**src/rtl/hsi_pkg.sv**
```systemverilog
// rtl/hsi_pkg.sv - shared source indices and scheduler state encoding
package hsi_pkg;

  // Frame source indices as they appear on req/ack/repeat_req
  localparam logic [1:0] SRC_SR  = 2'd0;
  localparam logic [1:0] SRC_TM  = 2'd1;
  localparam logic [1:0] SRC_BTC = 2'd2;
  localparam logic [1:0] SRC_CCW = 2'd3;

  typedef enum logic [2:0] {
    ST_IDLE     = 3'd0,
    ST_START    = 3'd1,
    ST_TX       = 3'd2,
    ST_WAIT_RPL = 3'd3,
    ST_RX       = 3'd4,
    ST_GAP      = 3'd5
  } hsi_state_e;

  // One-hot pulse vector addressing a single source
  function automatic logic [3:0] src_onehot(input logic [1:0] idx);
    src_onehot = 4'b0001 << idx;
  endfunction

endpackage

```
**src/rtl/hsi_prio_enc.sv**
```systemverilog
// rtl/hsi_prio_enc.sv - fixed-priority source selector (btc > ccw > sr > tm)
module hsi_prio_enc
  import hsi_pkg::*;
(
  input  logic [3:0] req,
  output logic [1:0] idx,
  output logic       valid
);

  // Pick the most urgent requesting source; valid low when nobody asks
  always_comb begin
    idx   = SRC_SR;
    valid = 1'b1;
    if (req[SRC_BTC]) begin
      idx = SRC_BTC;
    end else if (req[SRC_CCW]) begin
      idx = SRC_CCW;
    end else if (req[SRC_SR]) begin
      idx = SRC_SR;
    end else if (req[SRC_TM]) begin
      idx = SRC_TM;
    end else begin
      valid = 1'b0;
    end
  end

endmodule

```
**src/rtl/hsi_m_tx_sched.sv**
```systemverilog
// rtl/hsi_m_tx_sched.sv - frame transmit scheduler with reply timeout and retry
module hsi_m_tx_sched
  import hsi_pkg::*;
#(
  parameter logic [15:0] REPLY_TO   = 16'd2000,
  parameter logic [7:0]  GAP        = 8'd16,
  parameter int          MAX_RETRY  = 2,
  parameter logic [3:0]  REPLY_MASK = 4'b1011
) (
  input  logic       clk,
  input  logic       n_rst,
  input  logic       en,
  input  logic [3:0] req,
  output logic       tx_start,
  output logic [1:0] tx_sel,
  input  logic       tx_done,
  input  logic       rx_start_bit,
  input  logic       rx_frame_end,
  input  logic       rx_err,
  output logic [3:0] ack,
  output logic [3:0] repeat_req,
  output logic       fail,
  output logic       switch_com_src_req,
  output logic       busy
);

  localparam logic [3:0] RETRY_LIMIT = 4'(MAX_RETRY);

  hsi_state_e  state;
  logic [15:0] rpl_timer;
  logic [7:0]  gap_cnt;
  logic [3:0]  retry_cnt;
  logic        retry_pend;
  logic [1:0]  prio_idx;
  logic        prio_valid;
  logic        timeout;
  logic        attempt_failed;

  hsi_prio_enc u_prio (
    .req   (req),
    .idx   (prio_idx),
    .valid (prio_valid)
  );

  // The reply window covers REPLY_TO cycles; a start bit in the last one still counts
  assign timeout = (rpl_timer == (REPLY_TO - 16'd1));

  // Either a missing reply or a corrupted one ends the current attempt
  assign attempt_failed = ((state == ST_WAIT_RPL) && !rx_start_bit && timeout) ||
                          ((state == ST_RX) && rx_frame_end && rx_err);

  assign busy = (state != ST_IDLE);

  // Scheduler FSM with registered pulse outputs
  always_ff @(posedge clk or negedge n_rst) begin
    if (!n_rst) begin
      state              <= ST_IDLE;
      tx_start           <= 1'b0;
      tx_sel             <= 2'd0;
      ack                <= 4'd0;
      repeat_req         <= 4'd0;
      fail               <= 1'b0;
      switch_com_src_req <= 1'b0;
      rpl_timer          <= 16'd0;
      gap_cnt            <= 8'd0;
      retry_cnt          <= 4'd0;
      retry_pend         <= 1'b0;
    end else begin
      tx_start           <= 1'b0;
      ack                <= 4'd0;
      repeat_req         <= 4'd0;
      fail               <= 1'b0;
      switch_com_src_req <= 1'b0;

      case (state)
        ST_IDLE: begin
          // A retry belongs to the running transaction, so en does not hold it back
          if (retry_pend) begin
            retry_pend <= 1'b0;
            tx_start   <= 1'b1;
            state      <= ST_START;
          end else if (en && prio_valid) begin
            tx_sel   <= prio_idx;
            tx_start <= 1'b1;
            state    <= ST_START;
          end
        end
        ST_START: begin
          state <= ST_TX;
        end
        ST_TX: begin
          if (tx_done) begin
            if (REPLY_MASK[tx_sel]) begin
              rpl_timer <= 16'd0;
              state     <= ST_WAIT_RPL;
            end else begin
              ack       <= src_onehot(tx_sel);
              retry_cnt <= 4'd0;
              gap_cnt   <= 8'd0;
              state     <= ST_GAP;
            end
          end
        end
        ST_WAIT_RPL: begin
          if (rx_start_bit) begin
            state <= ST_RX;
          end else if (!timeout) begin
            rpl_timer <= rpl_timer + 16'd1;
          end
        end
        ST_RX: begin
          if (rx_frame_end && !rx_err) begin
            ack       <= src_onehot(tx_sel);
            retry_cnt <= 4'd0;
            gap_cnt   <= 8'd0;
            state     <= ST_GAP;
          end
        end
        ST_GAP: begin
          if (gap_cnt == (GAP - 8'd1)) begin
            state <= ST_IDLE;
          end else begin
            gap_cnt <= gap_cnt + 8'd1;
          end
        end
        default: begin
          state <= ST_IDLE;
        end
      endcase

      if (attempt_failed) begin
        gap_cnt <= 8'd0;
        state   <= ST_GAP;
        if (retry_cnt < RETRY_LIMIT) begin
          retry_cnt  <= retry_cnt + 4'd1;
          repeat_req <= src_onehot(tx_sel);
          retry_pend <= 1'b1;
        end else begin
          fail               <= 1'b1;
          switch_com_src_req <= 1'b1;
          retry_cnt          <= 4'd0;
          retry_pend         <= 1'b0;
        end
      end
    end
  end

endmodule

```
**config.mk**
```make
export PLATFORM = sky130hd
export DESIGN_NAME = hsi_m_tx_sched
export DESIGN_NICKNAME = d
export VERILOG_FILES = /design/src/rtl/hsi_pkg.sv /design/src/rtl/hsi_prio_enc.sv /design/src/rtl/hsi_m_tx_sched.sv
export SDC_FILE = /design/constraint.sdc
export NUM_CORES = 1
export LEC_CHECK = 0
export CAP_MARGIN = 20
export CORE_MARGIN = 8
export CORE_UTILIZATION = 53
export DETAILED_ROUTE_END_ITERATION = 6
export DONT_BUFFER_PORTS = 1
export PLACE_DENSITY = 0.69
export SYNTH_ARGS = -nofsm -noshare
export SYNTH_HDL_FRONTEND = slang
export SYNTH_HIERARCHICAL = 1
export SYNTH_SLANG_ARGS = --single-unit
export TNS_END_PERCENT = 10
```
**constraint.sdc**
```tcl
create_clock -name clk -period 4.76 [get_ports clk]
set_input_delay 0.476 -clock clk [delete_from_list [all_inputs] [get_ports clk]]
set_output_delay 0.476 -clock clk [all_outputs]
set_load 0.005 [all_outputs]
```
==> results of run 1 <==
worst min-delay path by stage:
stage               start                       to  cells past startpoint
finish              n_rst  repeat_req[0]$_DFF_PN0_                      1
floorplan           n_rst         ack[0]$_DFF_PN0_                      0
CTS                 n_rst  repeat_req[1]$_DFF_PN0_                      1
detailed placement  n_rst  repeat_req[1]$_DFF_PN0_                      0
global placement    n_rst  repeat_req[1]$_DFF_PN0_                      0
global route        n_rst  repeat_req[1]$_DFF_PN0_                      1
metrics by stage:
stage	hold WS, ns	total power, W	cells
floorplan	0.180	0.000860	231
global placement	0.181	0.000927	276
detailed placement	0.181	0.000931	276
CTS	0.0157	0.00123	285
global route	0.0165	0.00131	285
finish	0.0120	0.00122	285
report_power, final:
part | internal, W | switching, W | total [W]
Sequential | 0.000444 | 0.000111 | 0.000555
Clock | 0.000158 | 0.000129 | 0.000287
Combinational | 0.000169 | 0.000210 | 0.000379
cell type report:
cell class	instances	share of cell area
clock buffer	5	0.0275
clock inverter	3	0.0185
sequential	44	0.441
tap	52	0.0260
multi-input combinational	173	0.466
inverter	5	0.00751
timing repair buffer	3	0.0140
per-layer routing:
layer / up-vias / wire length [µm] / global-route usage
met5: - / 0 / 0
li1: 852 / - / -
met2: 27 / 2050 / 0.219
met1: 813 / 2010 / 0.179
met3: 4 / 322 / 0.0628
met4: 0 / 50 / 0.0526
flip-flops by register name (all words and copies together) (netlist names):
register	cells
rpl_timer	16
tx_sel	2
tx_start	1
state	3
retry_pend	1
ack	4
retry_cnt	4
repeat_req	4
switch_com_src_req	1
gap_cnt	8
cells by family after synthesis:
logic type,share of synthesized area
xor+xnor,0.0486
flops,0.470
fa+ha+maj,0.0160
buf+inv,0.0331
compound gates,0.172
mux,0.0187
simple gates,0.241
worst max-delay path: stages (launching register included):
cell       delay [ns]
dfrtp_1          0.54
nand2b_1         0.30
nor3b_4          0.24
nand2_2          0.16
a2111oi_4        0.59
mux2i_1          0.25
placed cells by master (no fill, tap or decap), types with 3 or more instances in the layout:
| cell type | netlist | routed |
|---|---|---|
| a21oi_1 | 13 | 13 |
| a31oi_1 | 3 | 3 |
| a41oi_1 | 3 | 3 |
| and3_1 | 6 | 6 |
| clkbuf_8 | 0 | 5 |
| dfrtp_1 | 44 | 44 |
| ha_1 | 3 | 3 |
| inv_1 | 5 | 5 |
| mux2_2 | 3 | 3 |
| nand2_1 | 12 | 12 |
| nand2b_1 | 6 | 6 |
| nand3_1 | 6 | 6 |
| nor2_1 | 30 | 30 |
| nor2b_1 | 4 | 4 |
| nor3_1 | 9 | 9 |
| o2111ai_1 | 5 | 5 |
| o211ai_1 | 7 | 7 |
| o21a_1 | 3 | 3 |
| o21ai_0 | 6 | 6 |
| xor2_1 | 12 | 12 |
repair_timing:
action / in CTS / in global routing
setup buffers: 0 / 0
hold buffers: 1 / 0
setup endpoints to repair: 0 / 0
endpoints found under the hold margin: 44 / 0
==> flow_summary.yaml, run 1 <==
placement:
  io_buffers: 0
  dpl_cell_area_um2: 2360
  hpwl_um: 3190
  dpl_worst_slack_ns: 2.63
  place_congestion: 0.843
synthesis:
  yosysWarnings: 6
  async_flop_share: 1.00
  synth_area_leaders: "dfrtp_1 (47%), nor2_1 (4.8%), xor2_1 (4.5%), a21oi_1 (2.8%), o211ai_1 (2.2%)"
  ys_types: 58
  yosysTopAreaCell: "dfrtp_1"
  synth_area_um2: 2340
  ys_top_cells_by_count: "dfrtp_1 (44), nor2_1 (30), a21oi_1 (13), nand2_1 (12), xor2_1 (12)"
  ys_seq_area_frac: 0.470
  synth_most_common_cell: "dfrtp_1"
  synth_area_per_cell_um2: 10.1
  synth_edf_count: 0
  synth-main-ff-cell: "dfrtp_1"
  yosys.area.top_type_share: 0.470
  ys_seq_elements: 44
  synth.net_count: 245
  synth_cells: 231
cells_and_area:
  utilization: 0.582
  multi_input_area_um2: 1160
  ff_latch_area_um2: 1100
  final.fill_count: 371
  diodes: 0
  layout.nets: 246
  stdcell_area_um2: 2500
  drive_above_1_share: 0.133
  syn2layout_area_growth_pct: 6.68
timing:
  worst_pin_slew_ns: 0.579
  tns_ns: 0
  slew_headroom: 0.614
  final.period_utilization: 0.455
  max_freq_mhz: 461
  final-max-slew-violation-count: 0
  fin_skew_ns: 0.00808
  setup_viol: 0
  rsz0062_at_grt: "no"
  worst_slack_ns: 2.59
  layout_min_cycle_time_ns: 2.17
  final-hold-violation-count: 0
die:
  die-area_um2: 6800
  core_area_um2: 4290
  ios: 25
  dieHeight_um: 82.5
  fp.dieW_um: 82.5
  rows: 24
  initial_core_util: 0.545
clock_tree:
  cts_tree: "built"
  numCtsBuffers: 5
  cts_resized: 0
  clock_latency_ns: 0.29
  clockBufferDepth: 2
  clkSinkCount: 44
  cts_root_buffer: "clkbuf_8"
  path_clk_slew_ns: 0.09
  cts-htree-levels: 2
routing:
  routed_wl_um: 4430
  routed_via_density: 5.95
  drtIter0Drc: 120
  ant_nets: 0
  num_vias: 1696
  post_drt_wl_per_cell_um: 15.5
  drc: 0
  drt_first_pass_iters: 4
setup_path:
  crit_type: "reg -> reg"
  crit_fanout: 16
  start_kind: "register"
  reg2reg_depth: 5
  r2r_start: "state[2]$_DFFE_PN0P_"
  critPathArrivalTime_ns: 2.38
  crit_end: "gap_cnt[1]$_DFFE_PN0P_"
  r2r-end: "gap_cnt[1]$_DFFE_PN0P_"
  crit_path_start: "state[2]$_DFFE_PN0P_"
  r2r_setup_slack_ns: 2.59
  worstPathRequired_ns: 4.97
  endpoint_kind: "register"
pwr:
  irDropWorstVdd_uv: 282
  p_leak_nw: 1.09
  power.density_nw_per_um2: 489
global_route:
  grt_pass1_vias: 1630
  grt_pass1_wl_um: 7600
  grt_usage: 0.145
  antenna_found_initial: 0
  grt_start_max_net_pins: 45
  grt-ovfl-total: 0
status:
  status: "complete, no violations"
flow_run:
  maxCapViolCount: 0
worst_hold_path:
  hold_path_class: "in -> async"
Note: power is estimated with default switching activity, not from simulation.
==> run 2, diff against run 1 <==
- PLACE_DENSITY: 0.69 -> 0.72
- clock period: 4.76 -> 1.8 ns (I/O delays scaled with it)
==> run 2 against run 1 <==
  * Register-to-register slack worse by 2.6 ns
  * Maximum frequency is 18% higher
  * The flow now finishes with violations (negative setup slack)
  * Hold slack better by 0.037 ns
  * Largest cell class unchanged
  * Worst setup slack worse by 2.6 ns
  * Largest power group is now combinational logic
==> flow_summary.yaml, run 2 (synthesis results as in run 1) <==
clock_tree:
  path_clk_slew_ns: 0.09
  cts_tree: "built"
  cts-htree-levels: 2
  clockBufferDepth: 2
  numCtsBuffers: 5
  clkSinkCount: 44
  cts_root_buffer: "clkbuf_8"
  clock_latency_ns: 0.30
die:
  fp.dieW_um: 82.5
  dieHeight_um: 82.5
  die-area_um2: 6800
  rows: 24
  initial_core_util: 0.545
  ios: 25
  core_area_um2: 4290
global_route:
  antenna_found_initial: 0
  grt_usage: 0.170
  grt_pass1_wl_um: 8900
  grt_pass1_vias: 1954
  grt-ovfl-total: 0
  grt_start_max_net_pins: 45
pwr:
  power.density_nw_per_um2: 1320
  p_leak_nw: 1.36
  irDropWorstVdd_uv: 946
  swShare: 0.357
  internal_power_w: 0.00252
  pwr-share-comb: 0.451
  p_sw_w: 0.00140
  p_seq_frac: 0.346
  clock_power_share: 0.203
placement:
  place_congestion: 0.872
  hpwl_um: 3690
  io_buffers: 0
  dp.cells: 320
setup_path:
  r2r-end: "gap_cnt[1]$_DFFE_PN0P_"
  start_kind: "register"
  crit_type: "reg -> reg"
  crit_fanout: 8
  endpoint_kind: "register"
  critPathArrivalTime_ns: 2.06
  r2r_start: "rpl_timer[0]$_DFFE_PN0P_"
  worstPathRequired_ns: 2.02
  reg2reg_depth: 7
  r2r_setup_slack_ns: -0.04
timing:
  max_freq_mhz: 543
  slew_headroom: 0.736
  rsz0062_at_grt: "yes"
  final-hold-violation-count: 0
  final-max-slew-violation-count: 0
  layout_min_cycle_time_ns: 1.84
  setup_viol: 3
  fin_skew_ns: 0.0137
  worst_pin_slew_ns: 0.395
  final.period_utilization: 1.02
  worst_slack_ns: -0.0404
cells_and_area:
  largest_register: "rpl_timer"
  reg_top3: "rpl_timer: 16 flops, gap_cnt: 8 flops"
  fin_cells: 334
  largest_reg_flops: 16
  utilization: 0.689
  final.fill_count: 316
  final_cell_mix: "buf_4 (49), dfrtp_1 (43), nor2_1 (30), a21oi_1 (13)"
  diodes: 0
  drive_above_1_share: 0.316
  layout.nets: 295
  ff_latch_area_um2: 1100
  syn2layout_area_growth_pct: 26.3
  mostFrequentLayoutCell: "buf_4"
  multi_input_area_um2: 1240
routing:
  post_drt_wl_per_cell_um: 16.2
  routed_via_density: 5.75
  drc: 0
  drt_first_pass_iters: 4
  routed_wl_um: 5400
  num_vias: 1920
  drtIter0Drc: 123
  ant_nets: 0
worst_hold_path:
  min_path_cells: 2
  hold_path_class: "in -> reg"
  hold_end: "ack[2]$_DFF_PN0_"
  hold_start: "tx_done"
flow_run:
  maxCapViolCount: 0
status:
  status: "complete, but fails checks"
  violations: "negative setup slack"
[run 2: worst max-delay path, cell delays in order, from the launching register on]
cell	delay, ns
dfrtp_1	0.38
ha_2	0.19
and4_4	0.21
and4_1	0.20
nand2_2	0.08
a2111oi_4	0.28
buf_4	0.21
mux2i_1	0.20
[run 2: per-layer routing]
layer / vias to the layer above / GRT usage / wire length (µm)
li1: 947 / - / -
met1: 922 / 0.199 / 2360
met2: 39 / 0.283 / 2640
met3: 12 / 0.0552 / 282
met4: 0 / 0.0667 / 116
met5: - / 0 / 0
[run 2: what timing repair did]
action / in CTS / in global routing
pin swaps: 4 / 5
gates resized for setup: 8 / 9
hold endpoints to repair: 44 / 0
hold buffers: 2 / 0
endpoints found under the setup margin: 23 / 30
buffers inserted: 3 / 1
[run 2: worst max-delay path by stage]
stage | startpoint | to | slack, ns | cells past startpoint
5_1_grt | rpl_timer[1]$_DFFE_PN0P_ | gap_cnt[1]$_DFFE_PN0P_ | -0.13 | 7
2_1_floorplan | rpl_timer[4]$_DFFE_PN0P_ | gap_cnt[1]$_DFFE_PN0P_ | -0.04 | 5
3_3_place_gp | rpl_timer[12]$_DFFE_PN0P_ | retry_cnt[0]$_DFFE_PN0P_ | 0.007 | 6
4_1_cts | rpl_timer[12]$_DFFE_PN0P_ | gap_cnt[1]$_DFFE_PN0P_ | -0.02 | 6
6_report | rpl_timer[0]$_DFFE_PN0P_ | gap_cnt[1]$_DFFE_PN0P_ | -0.04 | 7
3_5_place_dp | rpl_timer[1]$_DFFE_PN0P_ | retry_cnt[2]$_DFFE_PN0P_ | -0.06 | 7
[run 2: area by class of cell]
class | instances | area share
sequential | 44 | 0.373
inverter | 5 | 0.00635
timing repair buffer | 52 | 0.138
multi-input combinational | 173 | 0.420
tap | 52 | 0.0220
clock inverter | 2 | 0.0131
clock buffer | 6 | 0.0279
[run 2: power by group through the flow]
stage / Combinational [W] / Sequential [W] / Clock [W]
floorplan: 0.000913 / 0.00137 / 0
global placement: 0.00153 / 0.00136 / 0
detailed placement: 0.00157 / 0.00136 / 0
CTS: 0.00168 / 0.00135 / 0.000810
global route: 0.00190 / 0.00138 / 0.000850
finish: 0.00177 / 0.00136 / 0.000796
[run 2: per-stage QoR]
stage / setup slack [ns] / power (W) / hold slack [ns] / TNS [ns] / instance area [µm²]
after floorplan: -0.0373 / 0.00228 / -0.116 / -0.0973 / 2350
after global placement: 0.00712 / 0.00289 / -0.115 / 0 / 2700
after detailed placement: -0.0591 / 0.00294 / -0.115 / -0.206 / 2700
after CTS: -0.0233 / 0.00384 / 0.0397 / -0.0295 / 2910
after global routing: -0.130 / 0.00413 / 0.0415 / -1.89 / 2960
final: -0.0404 / 0.00392 / 0.0491 / -0.0904 / 2960
